<file path="src/rtl/seven_seg_scanner.sv">
// ---------------------------------------------------------------------------
// seven_seg_scanner
//
// Drives a 4-digit common-anode multiplexed 7-segment display from the four
// BCD stopwatch digits. The digits are captured into shadow registers once
// per display frame, so a frame never mixes old and new time values. Each
// digit slot starts with a short all-anodes-off guard to avoid ghosting.
// Leading zeros can optionally be suppressed. Decimal points are placed to
// read M.SS.T.
//
// Parameters:
//   REFRESH_DIV   clk cycles per digit slot (>= 2)
//   BLANK_CYCLES  all-off cycles at the start of each slot (< REFRESH_DIV)
//   ACTIVE_LOW    1 = seg/dp/an are active-low, 0 = active-high
//
// Ports:
//   clk, reset       system clock; synchronous active-high reset
//   Minutes          BCD minutes digit            (shown on an[3])
//   Tens_Seconds     BCD tens-of-seconds digit    (shown on an[2])
//   Ones_Seconds     BCD seconds digit            (shown on an[1])
//   Tenths_Seconds   BCD tenths digit             (shown on an[0])
//   enable           1 = display lit; 0 = dark (scanning continues)
//   blank_lead       1 = suppress leading zeros on digits 3 and 2 (live)
//   seg[6:0]         segments {g,f,e,d,c,b,a}
//   dp               decimal point of the active digit
//   an[3:0]          anode selects, an[0] = rightmost digit
//   frame_done       one-cycle pulse when the shadow registers load
// ---------------------------------------------------------------------------
module seven_seg_scanner #(
   parameter int unsigned REFRESH_DIV  = 50000,
   parameter int unsigned BLANK_CYCLES = 4,
   parameter bit          ACTIVE_LOW   = 1'b1
) (
   input  logic       clk,
   input  logic       reset,
   input  logic [3:0] Minutes,
   input  logic [3:0] Tens_Seconds,
   input  logic [3:0] Ones_Seconds,
   input  logic [3:0] Tenths_Seconds,
   input  logic       enable,
   input  logic       blank_lead,
   output logic [6:0] seg,
   output logic       dp,
   output logic [3:0] an,
   output logic       frame_done
);

   localparam int unsigned PW = (REFRESH_DIV > 2) ? $clog2(REFRESH_DIV) : 1;
   localparam logic [PW-1:0] P_LAST = PW'(REFRESH_DIV - 1);

   // Polarity mask: XOR with an active-high value gives the pin level.
   localparam logic [6:0] SEG_POL = {7{ACTIVE_LOW}};
   localparam logic [3:0] AN_POL  = {4{ACTIVE_LOW}};
   localparam logic       DP_POL  = ACTIVE_LOW;

   logic [PW-1:0] p_reg, p_next;
   logic [1:0]    i_reg, i_next;
   logic [3:0]    shadow_reg [4];
   logic [3:0]    digit_in   [4];

   logic [6:0] seg_reg, seg_next;
   logic       dp_reg, dp_next;
   logic [3:0] an_reg, an_next;
   logic       frame_done_reg;

   logic       wrap;
   logic       load;
   logic [3:0] cur_digit;
   logic       lead_blank;
   logic       in_guard;
   logic       lit;

   // Slot index order: 0 = Tenths (rightmost) ... 3 = Minutes.
   assign digit_in[0] = Tenths_Seconds;
   assign digit_in[1] = Ones_Seconds;
   assign digit_in[2] = Tens_Seconds;
   assign digit_in[3] = Minutes;

   function automatic logic [6:0] decode(input logic [3:0] v);
      logic [6:0] s;
      case (v)
         4'd0:    s = 7'h3F;
         4'd1:    s = 7'h06;
         4'd2:    s = 7'h5B;
         4'd3:    s = 7'h4F;
         4'd4:    s = 7'h66;
         4'd5:    s = 7'h6D;
         4'd6:    s = 7'h7D;
         4'd7:    s = 7'h07;
         4'd8:    s = 7'h7F;
         4'd9:    s = 7'h6F;
         default: s = 7'h40;   // non-BCD shows a dash
      endcase
      return s;
   endfunction

   always_comb begin
      wrap      = (p_reg == P_LAST);
      // Loading on the last edge of slot 3 makes the new values appear
      // exactly at the start of the next slot 0.
      load      = wrap && (i_reg == 2'd3);
      p_next    = wrap ? '0 : p_reg + 1'b1;
      i_next    = wrap ? i_reg + 2'd1 : i_reg;
      cur_digit = shadow_reg[i_reg];

      // Digit 2 is only a leading zero when minutes are zero as well.
      lead_blank = blank_lead &&
                   (((i_reg == 2'd3) && (shadow_reg[3] == 4'd0)) ||
                    ((i_reg == 2'd2) && (shadow_reg[3] == 4'd0) &&
                     (shadow_reg[2] == 4'd0)));
      in_guard   = (32'(p_reg) < BLANK_CYCLES);
      lit        = enable && !lead_blank && !in_guard;

      // Active-high view; polarity is applied at the output register.
      seg_next = lit ? decode(cur_digit) : 7'h00;
      dp_next  = lit && i_reg[0];          // dp after Minutes and Ones
      an_next  = lit ? (4'b0001 << i_reg) : 4'b0000;
   end

   always_ff @(posedge clk) begin
      if (reset) begin
         p_reg          <= '0;
         i_reg          <= 2'd0;
         frame_done_reg <= 1'b0;
         seg_reg        <= SEG_POL;
         dp_reg         <= DP_POL;
         an_reg         <= AN_POL;
      end else begin
         p_reg          <= p_next;
         i_reg          <= i_next;
         frame_done_reg <= load;
         seg_reg        <= seg_next ^ SEG_POL;
         dp_reg         <= dp_next ^ DP_POL;
         an_reg         <= an_next ^ AN_POL;
      end
   end

   always_ff @(posedge clk) begin
      for (int d = 0; d < 4; d++) begin
         if (reset) begin
            shadow_reg[d] <= 4'd0;
         end else if (load) begin
            shadow_reg[d] <= digit_in[d];
         end
      end
   end

   assign seg        = seg_reg;
   assign dp         = dp_reg;
   assign an         = an_reg;
   assign frame_done = frame_done_reg;

endmodule
</file>
<file path="config.mk">
export PLATFORM = sky130hd
export DESIGN_NAME = seven_seg_scanner
export DESIGN_NICKNAME = d
export VERILOG_FILES = /design/src/rtl/seven_seg_scanner.sv
export SDC_FILE = /design/constraint.sdc
export NUM_CORES = 1
export LEC_CHECK = 0
export CELL_PAD_IN_SITES_DETAIL_PLACEMENT = 0
export CELL_PAD_IN_SITES_GLOBAL_PLACEMENT = 1
export CORE_ASPECT_RATIO = 1.5
export CORE_MARGIN = 2
export CORE_UTILIZATION = 45
export DETAILED_ROUTE_END_ITERATION = 10
export PLACE_DENSITY_LB_ADDON = 0.1
export SYNTH_ARGS = -nofsm -noshare
export SYNTH_HDL_FRONTEND = slang
export SYNTH_SLANG_ARGS = --single-unit
</file>
<file path="constraint.sdc">
create_clock -name clk -period 2.7 [get_ports clk]
set_input_delay 0.54 -clock clk [delete_from_list [all_inputs] [get_ports clk]]
set_output_delay 0.54 -clock clk [all_outputs]
set_load 0.02 [all_outputs]
</file>
==> out/qor.csv, run 1 <==
metric,value,unit
total core area,4730,µm²
layout cells sized above 1,15.7,%
Routed WL,4190,µm
"Avg Cell Area, Syn",11.2,µm²
Yosys reg bits,49,
DR iter-0 viols,36,
CTS root buffer,clkbuf_8,
flip-flop and latch area,1140,µm²
TNS Setup,0,ns
reg2reg setup slack,0.65,ns
Die X,60.8,µm
final hold violation count,0,
crit path launch type,flip-flop,
fin nets,259,
syn_nets,224,
post_cts resized,0,
final period utilization,75.8,%
"top cells by count, synth","dfxtp_1 (33), nor2_1 (22), and2_2 (16), edfxtp_1 (16), nand2_1 (11)",
"Power, Total",1300,µW
Rel. slew slack,54.6,%
met2 wire length,2430,µm
Final setup viols,0,
status,"complete, no violations",
top post-synthesis cells by area,"dfxtp_1 (30%), edfxtp_1 (22%), ha_1 (5.8%)",
Die Height,89.1,µm
maximum resistive drop on vdd,0.315,mV
"EDFF count, synth",16,
M1 WL,1560,µm
"antenna viol nets, final",0,
Synthesis Warnings,0,
fin. max-slew vios,0,
GR Util All Layers,17.1,%
total of max-cap violations,0,
Synth top area share,30.4,%
GPL Wtd Cong,0.783,
# diodes,0,
vias,1527,
Critical Path Sink,shadow_reg[3][2],
Worst Max-Slew Pin Slew,0.678,ns
DR DRC count,0,
fin crit period,2.05,ns
CP Capture Type,flip-flop,
CTS max path bufs,2,
CTS buffer count,5,
clock sinks,49,
row cnt,31,
port bufs,32,
Critical R2R Launch,p_reg[0],
cell area power density,491,nW/µm²
Worst Path Max Fanout,17,
HPWL Detailed,3210,µm
sequential share of the synthesized area,52.5,%
most frequent cell after synthesis,dfxtp_1,
top routing layer used,met4,
Final Core Density,55.8,%
htree depth,2,
hold slack,0.461,ns
1st-pass router iterations,4,
post-CTS setup buffer count,0,
cts-stage hold buffer count,0,
clk_lat worst skew,0.29,ns
antenna violations before repair,0,
worst path arrival time,2.22,ns
synth unique cells,39,
Cells after Synth,194,
Hold Path Class,flip-flop to flip-flop,
area of the multi-input gates,970,µm²
CP Launch Point,p_reg[0],
LEAKAGE,0.000969,µW
Clock Skews,0.00590,ns
global-route wire length before repair,6680,µm
end of the worst register-to-register path,shadow_reg[3][2],
"Clk pin slew, worst setup/hold paths",0.08,ns
CTS tree,built,
R2R depth,5,
vias in the first global route,1510,
Ports,33,
RSZ-0062 raised after global routing,no,
Netlist Area Pre-Place,2170,µm²
initial core utilization,46.0,%
Layout area overhead,21.5,%
top_reg_cell synth,dfxtp_1,
total grt overflow,0,
fraction of registers with async set/reset,0,%
f_max,489,MHz
leading area contributor after synthesis,dfxtp_1,
# fillers,424,
vias per cell,5.16,
CP Data Required Time,2.87,ns
die area,5420,µm²
Wirelength per Cell,14.2,µm
largest net degree at the start of global routing,18,
met3 WL,126,µm
critical path class,flip-flop to flip-flop,
-- final cells by class --
type / count / share of cell area [%]
Sequential cell: 49 / 43.2
Multi-Input combinational cell: 131 / 36.7
Timing Repair Buffer: 32 / 12.1
Clock buffer: 8 / 3.41
Tap cell: 66 / 3.13
Inverter: 10 / 1.42
-- metal layers --
layer  vias up  track usage, %
met5         -               0
met4         0            7.31
met3         7            4.63
met2        20            33.8
met1       745            15.4
li1        755               -
-- how the worst min path moves through the flow --
| stage | start | end | cells past startpoint |
|---|---|---|---|
| finish | i_reg[0] | dp | 1 |
| global route | i_reg[0] | dp | 1 |
| CTS | i_reg[0] | dp | 1 |
| detailed placement | i_reg[0] | dp | 1 |
| global placement | i_reg[0] | dp | 1 |
| floorplan | i_reg[0] | dp | 1 |
-- worst max-delay path: stages (launching register included) --
cell and delay [ns]:
dfxtp_1 0.39, ha_1 0.22, and3_2 0.25, nand4_2 0.18, nor4b_4 0.63, and2_2 0.26
-- report_power, final --
part           switching, µW  internal [µW]
logic                   35.6           43.1
registers               10.3            776
clock network            223            209
total                    269           1030
-- placed cells by master, fill, tap and decap left out, types with 2 or more instances in the layout --
cell type / count
o21ai_0: 3
a21o_1: 2
clkbuf_8: 6
xor2_1: 4
a21oi_1: 6
nor3_1: 5
nor4_1: 5
and2_2: 16
ha_1: 10
clkbuf_1: 2
edfxtp_1: 16
nand4_1: 5
dfxtp_1: 33
clkdlybuf4s50_1: 32
xnor2_1: 9
inv_1: 10
nor2_1: 22
mux4_2: 4
and4_1: 3
nand2_1: 11
nand3_1: 7
-- logic make-up after synthesis --
logic type                 Yosys count  synth area share [%]
muxes                                4                  4.14
xor gates and xnor gates            13                  5.24
AOI/OAI and AO/OA                   21                  6.73
buffers and inverters               14                  2.93
and+or+nand+nor                     83                  22.7
DFF                                 49                  52.5
adders and majority gates           10                  5.75
-- metrics by stage --
step / setup WS (ns) / area (µm²) / cells
final: 0.654 / 2640 / 296
after global routing: 0.488 / 2640 / 296
after CTS: 0.642 / 2640 / 296
after detailed placement: 0.492 / 2550 / 288
after global placement: 0.575 / 2550 / 288
after floorplan: 1.00 / 2170 / 194
Power figures use the tool's default switching activity.
==> run 2: changes to the inputs <==
CORE_UTILIZATION = 42   (was 45)
clock period = 2 ns   (was 2.7 ns; I/O delays follow)
==> out/qor.csv, run 2 (synthesis results as in run 1) <==
metric,value,unit,change
placed cell area,2620,µm²,+2.7%
Die Height,92.1,µm,+3.3%
1st-pass router iterations,4,,unchanged
Final setup viols,0,,unchanged
final instance area,2710,µm²,+2.6%
"delay-heaviest family, CP",simple AND/OR/NAND/NOR gates,,
Clock Skews,0.00692,ns,+0.00102 ns
fin nets,268,,+3.5%
"Slowest-stage cell, CP",a31o_2,,
Worst Max-Slew Pin Slew,0.428,ns,-0.250 ns
DR DRC count,0,,unchanged
GPL Wtd Cong,0.774,,-1.2%
cell area power density,642,nW/µm²,+31%
fin crit period,1.86,ns,-0.191 ns
die area,5780,µm²,+6.7%
LEAKAGE,0.00101,µW,+4.5%
Final Core Density,53.3,%,-2.5 points
Bufs and invs on worst path,0,,unchanged
total grt overflow,0,,unchanged
clk_lat worst skew,0.30,ns,about the same
Rel. slew slack,71.2,%,+17 points
CTS tree,built,,
Seq pwr share,61.0,%,+0.4 points
GR Util All Layers,16.5,%,-0.61 points
final period utilization,92.8,%,+17 points
reg2reg setup slack,0.14,ns,-0.51 ns
final hold violation count,0,,unchanged
largest net degree at the start of global routing,18,,unchanged
clock sinks,49,,unchanged
Hold Path Class,flip-flop to flip-flop,,
critical path class,flip-flop to flip-flop,,
fin. max-slew vios,0,,unchanged
CP Launch Point,p_reg[1],,
part of the power in combinational logic,6.7,%,+0.6 points
RSZ-0062 raised after global routing,no,,
Critical R2R Launch,p_reg[1],,
# diodes,0,,unchanged
critical-path cell list,ha_1 -> and3_2 -> and4_2 -> a31o_2,,
Die X,62.8,µm,+3.3%
CTS root buffer,clkbuf_8,,
CTS max path bufs,2,,unchanged
CP Depth,4,,-1
global-route wire length before repair,7250,µm,+8.6%
Crit path largest cell delay,0.42,ns,-0.21 ns
HPWL Detailed,3320,µm,+3.4%
Ports,33,,unchanged
post_cts resized,0,,unchanged
CP Data Required Time,1.96,ns,-0.91 ns
Worst Path Max Fanout,16,,-1
antenna violations before repair,0,,unchanged
"antenna viol nets, final",0,,unchanged
TNS Setup,0,ns,unchanged
Power Internal,1350,µW,+32%
R2R depth,4,,-1
total of max-cap violations,0,,unchanged
vias per cell,4.95,,-4.1%
DR iter-0 viols,42,,+17%
Layout area overhead,24.6,%,
worst path arrival time,1.81,ns,-0.41 ns
CP Capture Type,flip-flop,,
port bufs,32,,unchanged
Routed WL,4290,µm,+2.2%
most frequent cells in the layout,"dfxtp_1 (33), clkdlybuf4s50_1 (32), nor2_1 (22)",,
CTS buffer count,5,,unchanged
Critical Path Sink,shadow_reg[2][3],,
Clock Power Share,32.4,%,-0.9 points
initial core utilization,42.8,%,-3.2 points
Wirelength per Cell,14.0,µm,-1.5%
maximum resistive drop on vdd,0.403,mV,+28%
"Power, Total",1740,µW,+34%
vias,1519,,-0.52%
status,"complete, no violations",,
row cnt,32,,+3.2%
"Clk pin slew, worst setup/hold paths",0.08,ns,about the same
vias in the first global route,1589,,+5.2%
cts-stage hold buffer count,0,,unchanged
crit path launch type,flip-flop,,
"commonest non-fill, non-tap cell in the layout",dfxtp_1,,
htree depth,2,,unchanged
layout cells sized above 1,19.2,%,+3.6 points
total core area,5080,µm²,+7.5%
switching power as a share of total power,22.1,%,+1.4 points
P_sw,384,µW,+43%
f_max,539,MHz,+10%
post-CTS setup buffer count,0,,unchanged
end of the worst register-to-register path,shadow_reg[2][3],,
## run 2: cell count changes in the layout (fill, tap and decap cells not counted)
cell and change:
inv_1 +1, clkbuf_1 -2, clkinvlp_4 +2, buf_4 +9, clkbuf_8 -1
## run 2: cell type report
class                   count  area, µm²
fillers                   484       2380
clock inverters             3       18.8
inverters                  10       37.5
multi-input cells         131        970
flip-flops and latches     49       1140
repair buffers             41        388
well taps                  68       85.1
clock buffers               5       68.8
## run 2: power by group through the flow
stage / clock network [µW] / logic, µW / registers (µW)
6_report: 562 / 116 / 1060
3_5_place_dp: 0 / 117 / 1080
3_3_place_gp: 0 / 115 / 1080
4_1_cts: 586 / 118 / 1060
2_1_floorplan: 0 / 49.3 / 1080
5_1_grt: 618 / 128 / 1060
## run 2: how the worst min path moves through the flow
stage | depth (start not counted) | slack, ns | endpoint | from
final | 1 | 0.46 | dp | i_reg[0]
after global routing | 1 | 0.49 | dp | i_reg[0]
after CTS | 1 | 0.47 | dp | i_reg[0]
after detailed placement | 1 | 0.45 | dp | i_reg[0]
after global placement | 1 | 0.44 | dp | i_reg[0]
after floorplan | 1 | 0.40 | dp | i_reg[0]
## run 2: layer usage
metal / track usage (%) / vias up / part of all wire (%)
li1: - / 768 / -
met1: 15.3 / 722 / 38
met2: 33.2 / 23 / 57
met3: 4.05 / 6 / 2.7
met4: 6.85 / 0 / 1.6
met5: 0 / - / 0
## run 2: per-stage QoR
step / hold WS [ns] / setup WS [ns] / std cells
3_3_place_gp: 0.441 / 0.169 / 299
2_1_floorplan: 0.400 / 0.303 / 194
4_1_cts: 0.468 / 0.136 / 307
5_1_grt: 0.491 / 0.0467 / 307
6_report: 0.459 / 0.145 / 307
3_5_place_dp: 0.445 / 0.136 / 299
## run 2: worst register-to-register path, stage by stage, from the launching register on
cell	delay (ns)
dfxtp_1	0.38
ha_1	0.21
and3_2	0.24
and4_2	0.26
a31o_2	0.42
==> run 3: changes to the inputs <==
GPL_ROUTABILITY_DRIVEN = 0   (was default)
PLACE_DENSITY_LB_ADDON = 0.15   (was 0.1)
==> out/qor.csv, run 3 (synthesis results as in run 1) <==
metric,value,unit,change
status,"complete, no violations",,
Die Height,92.1,µm,unchanged
Crit path largest cell delay,0.42,ns,about the same
htree depth,2,,unchanged
hold slack,0.466,ns,+0.00763 ns
most frequent cells in the layout,"dfxtp_1 (33), clkdlybuf4s50_1 (32), nor2_1 (22)",,
"Power, Total",1730,µW,-0.55%
Wirelength per Cell,13.8,µm,-1.4%
DR iter-0 viols,45,,+7.1%
crit path launch type,flip-flop,,
total grt overflow,0,,unchanged
switching power as a share of total power,21.6,%,-0.50 points
maximum resistive drop on vdd,0.363,mV,-10%
CTS buffer count,5,,unchanged
LEAKAGE,0.00100,µW,-1.2%
clk_lat worst skew,0.29,ns,about the same
initial core utilization,42.8,%,unchanged
1st-pass router iterations,4,,unchanged
final hold violation count,0,,unchanged
Worst Max-Slew Pin Slew,0.402,ns,-0.0265 ns
Hold Path Class,flip-flop to flip-flop,,
cell area power density,643,nW/µm²,+0.29%
end of the worst register-to-register path,shadow_reg[1][2],,
Post-Place Setup Slack,0.0985,ns,-0.0374 ns
CTS tree,built,,
CTS max path bufs,2,,unchanged
post_cts resized,0,,unchanged
worst path arrival time,1.81,ns,about the same
Final Core Density,52.8,%,-0.44 points
Seq pwr share,61.3,%,+0.3 points
critical-path cell list,ha_1 -> and3_2 -> and4_2 -> a31o_2,,
Clock Skews,0.00193,ns,-0.00499 ns
total of max-cap violations,0,,unchanged
f_max,540,MHz,+0.12%
final setup margin,0.147,ns,+0.00222 ns
CP Capture Type,flip-flop,,
"delay-heaviest family, CP",simple AND/OR/NAND/NOR gates,,
Power Internal,1350,µW,about the same
# diodes,0,,unchanged
Ports,33,,unchanged
largest net degree at the start of global routing,18,,unchanged
TNS Setup,0,ns,unchanged
HPWL Detailed,3220,µm,-2.8%
fin nets,266,,-0.75%
"Clk pin slew, worst setup/hold paths",0.08,ns,about the same
CP Depth,4,,unchanged
"commonest non-fill, non-tap cell in the layout",dfxtp_1,,
Layout area overhead,23.5,%,
Routed WL,4200,µm,-2.0%
"antenna viol nets, final",0,,unchanged
part of the power in combinational logic,6.6,%,about the same
Critical Path Sink,shadow_reg[1][2],,
Bufs and invs on worst path,0,,unchanged
Critical R2R Launch,p_reg[0],,
row cnt,32,,unchanged
antenna violations before repair,0,,unchanged
vias in the first global route,1536,,-3.3%
CP Launch Point,p_reg[0],,
vias,1510,,-0.59%
CP Data Required Time,1.96,ns,about the same
post-CTS setup buffer count,0,,unchanged
fin crit period,1.85,ns,-0.00222 ns
GR Util All Layers,15.9,%,-0.64 points
fin. max-slew vios,0,,unchanged
CTS root buffer,clkbuf_8,,
clock sinks,49,,unchanged
Clock Power Share,32.1,%,-0.3 points
Worst Path Max Fanout,16,,unchanged
port bufs,32,,unchanged
R2R depth,4,,unchanged
cts-stage hold buffer count,0,,unchanged
Die X,62.8,µm,unchanged
global-route wire length before repair,7070,µm,-2.5%
reg2reg setup slack,0.15,ns,about the same
RSZ-0062 raised after global routing,no,,
vias per cell,4.95,,about the same
P_sw,374,µW,-2.8%
layout cells sized above 1,17.7,%,-1.5 points
Rel. slew slack,73.0,%,+1.8 points
DR DRC count,0,,unchanged
total core area,5080,µm²,unchanged
die area,5780,µm²,unchanged
"Slowest-stage cell, CP",a31o_2,,
critical path class,flip-flop to flip-flop,,
final period utilization,92.6,%,-0.11 points
Final setup viols,0,,unchanged
## run 3: changes by cell type in the layout (fill, tap and decap cells not counted)
cell and change:
buf_4 -2, clkbuf_1 +2, clkinv_1 +1, clkinvlp_4 -2, inv_1 -1
## run 3: area by class of cell
cell class                 instances  area, µm²
clock buffer                       7       76.3
clock inverter                     1       3.75
fill                             453       2400
inverter                          10       37.5
multi-input combinational        131        970
sequential                        49       1140
tap                               68       85.1
timing repair buffer              39        373
## run 3: how the worst min path moves through the flow
stage	startpoint	to	slack (ns)	cells past startpoint
after global routing	i_reg[0]	dp	0.50	1
after CTS	i_reg[0]	dp	0.47	1
after detailed placement	i_reg[0]	dp	0.45	1
after global placement	i_reg[0]	dp	0.44	1
final	i_reg[0]	dp	0.47	1
after floorplan	i_reg[0]	dp	0.40	1
## run 3: worst register-to-register path, delay by kind of cell (launching register included)
family          cells  cell delay (ns)
compound gates      1             0.42
flops               1             0.39
simple gates        2             0.49
fa+ha+maj           1             0.21
## run 3: layer usage
metal | track usage, % | routed length [µm] | vias to the layer above
met5 | 0 | 0 | -
met4 | 7.04 | 117 | 0
met3 | 3.44 | 96 | 10
met2 | 30.6 | 2390 | 21
met1 | 15.9 | 1600 | 713
li1 | - | - | 766
## run 3: power by group through the flow
stage               Combinational (µW)  Clock [µW]  Sequential [µW]
finish                             114         554             1060
detailed placement                 115           0             1080
floorplan                         49.3           0             1080
CTS                                116         579             1060
global placement                   112           0             1080
global route                       126         612             1060
## run 3: metrics by stage
stage	instances	area [µm²]
4_1_cts	305	2690
3_5_place_dp	297	2610
2_1_floorplan	194	2170
5_1_grt	305	2690
3_3_place_gp	297	2610
6_report	305	2690
